**src/rtl/rsa_core_div_if.sv**
```systemverilog
// Operand/result bundle for the rsa_core_div divider.
//   master : drives div_start, div_n (dividend), div_d (divisor);
//            receives div_done, div_err, div_q (quotient), div_r (remainder).
//   slave  : the divider side of the same signals.
interface rsa_core_div_if #(
  parameter int DATA_WIDTH = 8
);
  logic                    div_start;
  logic [2*DATA_WIDTH-1:0] div_n;
  logic [DATA_WIDTH-1:0]   div_d;
  logic                    div_done;
  logic                    div_err;
  logic [2*DATA_WIDTH-1:0] div_q;
  logic [DATA_WIDTH-1:0]   div_r;

  modport master (
    output div_start, div_n, div_d,
    input  div_done, div_err, div_q, div_r
  );

  modport slave (
    input  div_start, div_n, div_d,
    output div_done, div_err, div_q, div_r
  );
endinterface

```
**src/rtl/rsa_core_div.sv**
```systemverilog
// rsa_core_div: sequential restoring shift-subtract divider / modulo unit.
// Divides a 2*DATA_WIDTH dividend by a DATA_WIDTH divisor, one quotient bit
// per clock, and returns quotient and remainder with a one-cycle done pulse.
//
// Ports:
//   div_clk  block clock (active edge chosen by CLK_EDGE)
//   div_rst  synchronous active-high reset
//   bus      rsa_core_div_if.slave: div_start/div_n/div_d in,
//            div_done/div_err/div_q/div_r out (all registered)
//
// Parameters: DATA_WIDTH (2..32), CLK_EDGE (1 rising, 0 falling),
//             START (div_start level that requests an operation).
//
// Build option: define RSA_CORE_DIV_FASTPATH_EN to finish immediately when
// the dividend is already smaller than a non-zero divisor.
module rsa_core_div #(
  parameter int DATA_WIDTH = 8,
  parameter bit CLK_EDGE   = 1'b1,
  parameter bit START      = 1'b1
) (
  input  logic            div_clk,
  input  logic            div_rst,
  rsa_core_div_if.slave   bus
);
  localparam int N     = 2 * DATA_WIDTH;
  localparam int DW    = DATA_WIDTH;
  localparam int CNT_W = (N <= 2)  ? 1 :
                         (N <= 4)  ? 2 :
                         (N <= 8)  ? 3 :
                         (N <= 16) ? 4 :
                         (N <= 32) ? 5 : 6;

  typedef enum logic [1:0] {IDLE, CHECK, ITER, DONE} state_t;

  logic clk_i;
  assign clk_i = CLK_EDGE ? div_clk : ~div_clk;

  state_t           state;
  logic [N-1:0]     n_reg;
  logic [DW-1:0]    d_reg;
  logic [DW:0]      r_reg;
  logic [CNT_W-1:0] cnt;
  logic             done_ff;
  logic             err_ff;
  logic [N-1:0]     q_ff;
  logic [DW-1:0]    r_ff;

  // Trial subtract one bit wider than the partial remainder so the MSB is
  // the borrow: borrow clear means t >= d and the quotient bit is 1.
  logic [DW+1:0] t;
  logic [DW+1:0] sub;
  logic          qbit;
  logic          fast_hit;

  always_comb begin
    t    = {r_reg, n_reg[N-1]};
    sub  = t - {2'b00, d_reg};
    qbit = ~sub[DW+1];
  end

`ifdef RSA_CORE_DIV_FASTPATH_EN
  assign fast_hit = (n_reg < {{DW{1'b0}}, d_reg});
`else
  assign fast_hit = 1'b0;
`endif

  always_ff @(posedge clk_i) begin
    if (div_rst) begin
      state   <= IDLE;
      n_reg   <= '0;
      d_reg   <= '0;
      r_reg   <= '0;
      cnt     <= '0;
      done_ff <= 1'b0;
      err_ff  <= 1'b0;
      q_ff    <= '0;
      r_ff    <= '0;
    end else begin
      case (state)
        IDLE: begin
          done_ff <= 1'b0;
          if (bus.div_start == START) begin
            n_reg  <= bus.div_n;
            d_reg  <= bus.div_d;
            r_reg  <= '0;
            cnt    <= '0;
            err_ff <= 1'b0;
            state  <= CHECK;
          end
        end
        CHECK: begin
          // Early exits preload n_reg/r_reg so DONE publishes them unchanged:
          // all-ones quotient on divide-by-zero, zero quotient on fast path.
          if (d_reg == '0) begin
            err_ff <= 1'b1;
            n_reg  <= '1;
            r_reg  <= {1'b0, n_reg[DW-1:0]};
            state  <= DONE;
          end else if (fast_hit) begin
            n_reg  <= '0;
            r_reg  <= {1'b0, n_reg[DW-1:0]};
            state  <= DONE;
          end else begin
            state  <= ITER;
          end
        end
        ITER: begin
          r_reg <= qbit ? sub[DW:0] : t[DW:0];
          n_reg <= {n_reg[N-2:0], qbit};
          cnt   <= cnt + 1'b1;
          if (cnt == CNT_W'(N - 1)) state <= DONE;
        end
        DONE: begin
          q_ff    <= n_reg;
          r_ff    <= r_reg[DW-1:0];
          done_ff <= 1'b1;
          state   <= IDLE;
        end
        default: state <= IDLE;
      endcase
    end
  end

  assign bus.div_done = done_ff;
  assign bus.div_err  = err_ff;
  assign bus.div_q    = q_ff;
  assign bus.div_r    = r_ff;
endmodule

```
**src/flat_wrapper.sv**
```systemverilog
// flat-port wrapper written by rule: the top's interface ports become plain ports
module rsa_core_div_flat 
#(
  parameter int DATA_WIDTH = 8,
  parameter bit CLK_EDGE   = 1'b1,
  parameter bit START      = 1'b1
)
  (div_clk, div_rst, bus_div_start, bus_div_n, bus_div_d, bus_div_done, bus_div_err, bus_div_q, bus_div_r);
  rsa_core_div_if #(.DATA_WIDTH(DATA_WIDTH)) bus_i ();
  input  logic div_clk;
  input  logic div_rst;
  input wire logic [$bits(bus_i.div_start)-1:0] bus_div_start;
  input wire logic [$bits(bus_i.div_n)-1:0] bus_div_n;
  input wire logic [$bits(bus_i.div_d)-1:0] bus_div_d;
  output wire logic [$bits(bus_i.div_done)-1:0] bus_div_done;
  output wire logic [$bits(bus_i.div_err)-1:0] bus_div_err;
  output wire logic [$bits(bus_i.div_q)-1:0] bus_div_q;
  output wire logic [$bits(bus_i.div_r)-1:0] bus_div_r;
  assign bus_i.div_start = bus_div_start;
  assign bus_i.div_n = bus_div_n;
  assign bus_i.div_d = bus_div_d;
  assign bus_div_done = bus_i.div_done;
  assign bus_div_err = bus_i.div_err;
  assign bus_div_q = bus_i.div_q;
  assign bus_div_r = bus_i.div_r;
  rsa_core_div #(.DATA_WIDTH(DATA_WIDTH), .CLK_EDGE(CLK_EDGE), .START(START)) u_core (.div_clk(div_clk), .div_rst(div_rst), .bus(bus_i));
endmodule
```
**config.mk**
```make
export PLATFORM = sky130hd
export DESIGN_NAME = rsa_core_div_flat
export DESIGN_NICKNAME = d
export VERILOG_FILES = /design/src/rtl/rsa_core_div_if.sv /design/src/rtl/rsa_core_div.sv /design/src/flat_wrapper.sv
export SDC_FILE = /design/constraint.sdc
export NUM_CORES = 1
export LEC_CHECK = 0
export CAP_MARGIN = 5
export CORE_MARGIN = 10
export CORE_UTILIZATION = 49
export DETAILED_ROUTE_END_ITERATION = 10
export PLACE_DENSITY = 0.77
export SLEW_MARGIN = 5
export SYNTH_ARGS = -nofsm -noshare
export SYNTH_HDL_FRONTEND = slang
export SYNTH_SLANG_ARGS = --single-unit
```
**constraint.sdc**
```tcl
create_clock -name div_clk -period 2.7 [get_ports div_clk]
set_input_delay 0.27 -clock div_clk [delete_from_list [all_inputs] [get_ports div_clk]]
set_output_delay 0.27 -clock div_clk [all_outputs]
set_load 0.05 [all_outputs]
```
==> results.md <==
Finish:
- The non-filler instance count after layout is between 500 and 600.
- The number of antenna cells inserted is 0.
- The post-synthesis to final-layout area growth is 24.2%.
- The total number of nets in the final design is 508.
- The number of inserted filler cells in the final layout is 590.
- The area of combinational cells with multiple inputs is ~2000 um^2.
- Of the cells placed in the final design, the portion with a size suffix greater than 1 is 0.0953.
- The sequential standard cell area is about 1300 um^2.

Logic synthesis:
- The proportion of netlist area held by the largest area contributor is 0.379.
- The number of cells produced by synthesis is 414.
- The share of async-settable or async-resettable flops after synthesis is 0.
- After synthesis the netlist holds a flip-flop and latch count of 65.
- The most numerous cell in the Yosys netlist is sky130_fd_sc_hd__dfxtp_1.
- The synthesized cell area is 3440 um^2.
- The mean area per synthesized cell is 8.30 um^2.
- The synthesized net count is between 400 and 500.
- The commonest cells after synthesis are 65 x sky130_fd_sc_hd__dfxtp_1, 58 x sky130_fd_sc_hd__nand2_1, 47 x sky130_fd_sc_hd__nor2_1, 26 x sky130_fd_sc_hd__mux2i_1, 23 x sky130_fd_sc_hd__o21ai_0.
- During synthesis, Yosys emitted a total of 0 warnings.
- Of all cell types, the one taking the most synthesized area is sky130_fd_sc_hd__dfxtp_1.
- The count of flip-flops with a built-in enable after synthesis is 0.
- The number of library cell types mapped by synthesis is between 50 and 60.
- The dominant synthesized flop cell is sky130_fd_sc_hd__dfxtp_1.
- After synthesis, the cell types taking the most area are sky130_fd_sc_hd__dfxtp_1 38%, sky130_fd_sc_hd__mux2i_1 7.6%, sky130_fd_sc_hd__nand2_1 6.3%, sky130_fd_sc_hd__nor2_1 5.1%, sky130_fd_sc_hd__ha_1 4.7%.
- The share of the Yosys chip area taken by registers is 0.379.

Power and ir drop:
- Across the VDD grid, the largest voltage drop is around 0.57 mV.
- The design draws around 4300 uW.
- Summed over all cells, the static leakage comes to 0.00162 uW.
- The ratio of total power to cell area is 1010 nW/um^2.

CTS:
- The CTS clock-pin slew for the worst setup and hold paths is roughly 70 ps.
- The root buffer cell chosen for the clock tree is sky130_fd_sc_hd__clkbuf_8.
- The clock sink count is 65.
- The clock tree synthesis step divided the H-tree into 3 levels.
- Buffers inserted to repair hold after CTS numbered 0.
- The CTS tree is built.
- The number of buffers on the longest clock path is 2.
- The number of clock buffers added by TritonCTS is 9.
- After clock tree synthesis, the repair step resized 0 gates.
- The post-CTS repair timing setup buffer count is 0.
- Clock latency on the worst-skew pair, taken at its later pin, is between 300 and 400 ps.

Worst setup path:
- The critical path is of the register to register type.
- The source of the worst register-to-register timing path is u_core.n_reg[15].
- The critical path contains buffers and inverters numbering 2 combined.
- STA classifies the critical path endpoint as a register.
- The top fanout value on the critical path is 3.
- At the worst endpoint, the arrival time is ~2700 ps.
- The setup slack on the worst flop-to-flop path is 270 ps.
- The endpoint identified for the worst register-to-register timing path is u_core.r_reg[8].
- The largest delay contributor family on the critical path is compound AO/OA/AOI/OAI gates.
- STA classifies the critical path startpoint as a register.
- The critical path required time is between 2000 and 3000 ps.
- Traced cell by cell, the critical path runs through inv_1 > ha_1 > inv_1 > fa_1 > a21oi_1 > o211ai_1 > o41ai_1 > o32a_1 > o211ai_1.
- On the worst path, the slowest cell contributes a delay of 450 ps.
- Measured in cells, the most critical reg-to-reg path has a length of 9.
- The highest-delay cell along the critical path is sky130_fd_sc_hd__o41ai_1.

Route:
- The number of remaining DRC errors is 0.
- The detailed-routing iteration count for the pre-antenna-repair pass is 4.
- For this block, the via count after detailed routing is between 3000 and 4000.
- Dividing the detail-routed via count by the number of cells gives 5.62.
- After the first detailed-routing iteration, the DRC count stood at 228.
- The detail route stage leaves a number of antenna-violating nets equal to 0.
- In the final routed layout, each cell accounts on average for ~16 um.
- The final layout contains routed wiring with a total length of 8.98 mm.

Timing:
- The final setup skew is 10.6 ps.
- Setup total negative slack on the finished layout was measured at 0 ps.
- The portion of the clock cycle consumed by the worst path in the final layout is 0.900.
- The final max-slew violation count was 0.
- For the pin with the worst max-slew slack, the measured transition is 652 ps.
- Setup slack closes at roughly 270 ps.
- The time the worst path needs with I/O delays and setup is approximately 2400 ps.
- Timing would allow up to 411 MHz.
- The final number of setup-violating endpoints is 0.
- The final hold violation count is 0.
- Setup repair after global routing left no endpoint under its margin.
- In this run the tightest slew margin relative to its limit is 0.562.

Floorplan:
- The area of the core is between 6000 and 7000 um^2.
- The floorplan step set the die width to approximately 100 um.
- The total I/O pin count is 53.
- The initial cell density of the core is 0.506.
- Measured along the y axis, the die boundary spans 104 um.
- The initialized floorplan defines 30 standard-cell rows.
- The die covers 10800 um^2.

Global routing:
- The number of global-route vias before repair was 3105.
- The total congestion overflow after global routing is 0.
- The pin count of the biggest net entering global routing is 31.
- For this run, the total global-route usage over all layers was measured as 0.166.
- The wire length of the first global-routing pass is ~15 mm.
- The initial antenna violation count is 0.

Placed design:
- The count of buffers inserted at the top-level ports is 52.
- The weighted congestion at the end of routability-driven global placement is 0.879.
- The total placed cells including tap cells is 552.
- OpenSTA, run right after detailed placement, puts the worst setup slack at 299 ps.
- Once detailed placement completed, the half-perimeter wirelength came to approximately 6.7 mm.

Hold path:
- The origin of the worst min-delay path is div_rst.
- The path with the worst hold slack has its endpoint at u_core.bus.div_r[1].
- The worst hold path was traced through 2 stages.
- The path class of the tightest hold or removal check is input pin to register.

Outcome:
- The flow ran to the end, and the final reports show no timing, DRC or antenna violations.

Flow run:
- Across the run, the number of max-cap violations was 0.
-- worst max path at each step --
stage / startpoint / endpoint / slack (ps) / cells past startpoint
global placement: bus_div_start / u_core.r_reg[0] / 390 / 7
finish: u_core.n_reg[15] / u_core.r_reg[8] / 270 / 9
floorplan: u_core.d_reg[3] / u_core.r_reg[7] / 590 / 8
detailed placement: u_core.r_reg[2] / u_core.r_reg[7] / 300 / 7
global route: u_core.d_reg[5] / u_core.r_reg[8] / 110 / 8
CTS: u_core.r_reg[2] / u_core.r_reg[7] / 290 / 7
-- stage by stage --
step,utilization,instance area [um^2],hold slack [ps]
final,0.628,4270,301
after global routing,0.628,4270,320
after global placement,0.596,4050,471
after CTS,0.628,4270,293
after floorplan,-,3440,406
after detailed placement,0.596,4050,477
-- final cells by class --
type,count,area share
inverters,15,0.0132
repair buffers,66,0.145
clock buffers,11,0.0331
flip-flops and latches,65,0.305
well taps,96,0.0281
multi-input cells,310,0.457
clock inverters,5,0.0185
-- cell usage in the layout, fill, tap and decap left out, types with 2 or more instances in the layout --
cell type	n
sky130_fd_sc_hd__a22oi_1	2
sky130_fd_sc_hd__a21oi_1	22
sky130_fd_sc_hd__a21oi_2	6
sky130_fd_sc_hd__inv_1	15
sky130_fd_sc_hd__mux2i_1	26
sky130_fd_sc_hd__clkinv_2	2
sky130_fd_sc_hd__a2111oi_0	2
sky130_fd_sc_hd__a221oi_1	3
sky130_fd_sc_hd__o221ai_1	2
sky130_fd_sc_hd__nor2_1	47
sky130_fd_sc_hd__o21a_1	2
sky130_fd_sc_hd__a22o_1	5
sky130_fd_sc_hd__and2_1	2
sky130_fd_sc_hd__nor4_2	2
sky130_fd_sc_hd__o21ai_0	23
sky130_fd_sc_hd__nor2b_1	8
sky130_fd_sc_hd__ha_1	13
sky130_fd_sc_hd__xnor2_1	5
sky130_fd_sc_hd__nand2b_1	3
sky130_fd_sc_hd__nand4_1	15
sky130_fd_sc_hd__a21o_1	9
sky130_fd_sc_hd__o211ai_1	2
sky130_fd_sc_hd__o211a_1	2
sky130_fd_sc_hd__a211oi_1	7
sky130_fd_sc_hd__o22ai_1	5
sky130_fd_sc_hd__clkdlybuf4s50_1	51
sky130_fd_sc_hd__bufinv_16	2
sky130_fd_sc_hd__clkbuf_8	10
sky130_fd_sc_hd__nand2_1	58
sky130_fd_sc_hd__dfxtp_1	65
sky130_fd_sc_hd__nand3_1	15
sky130_fd_sc_hd__nor3_1	4
sky130_fd_sc_hd__buf_4	14
-- where the power goes --
part           leakage (uW)  total [uW]  switching (uW)  internal (uW)
combinational      0.000978        2100            1290            802
sequential         0.000530        1290             163           1130
clock              0.000113         913             369            544
total               0.00162        4300            1830           2470
-- metal layers --
| metal | part of all wire | GRT usage | vias up |
|---|---|---|---|
| met3 | 0.065 | 0.0551 | 10 |
| li1 | - | - | 1571 |
| met4 | 0.012 | 0.0616 | 0 |
| met1 | 0.44 | 0.199 | 1520 |
| met5 | 0 | 0 | - |
| met2 | 0.48 | 0.268 | 91 |
-- cells by family after synthesis --
family | share of synthesized area
AND/OR/NAND/NOR | 0.214
buffers and inverters | 0.0539
adder cells (fa/ha/maj) | 0.0532
flip-flops | 0.379
multiplexers | 0.0757
XOR/XNOR | 0.0153
AO/OA/AOI/OAI | 0.209
No activity file was read; power rests on OpenSTA's default activity.
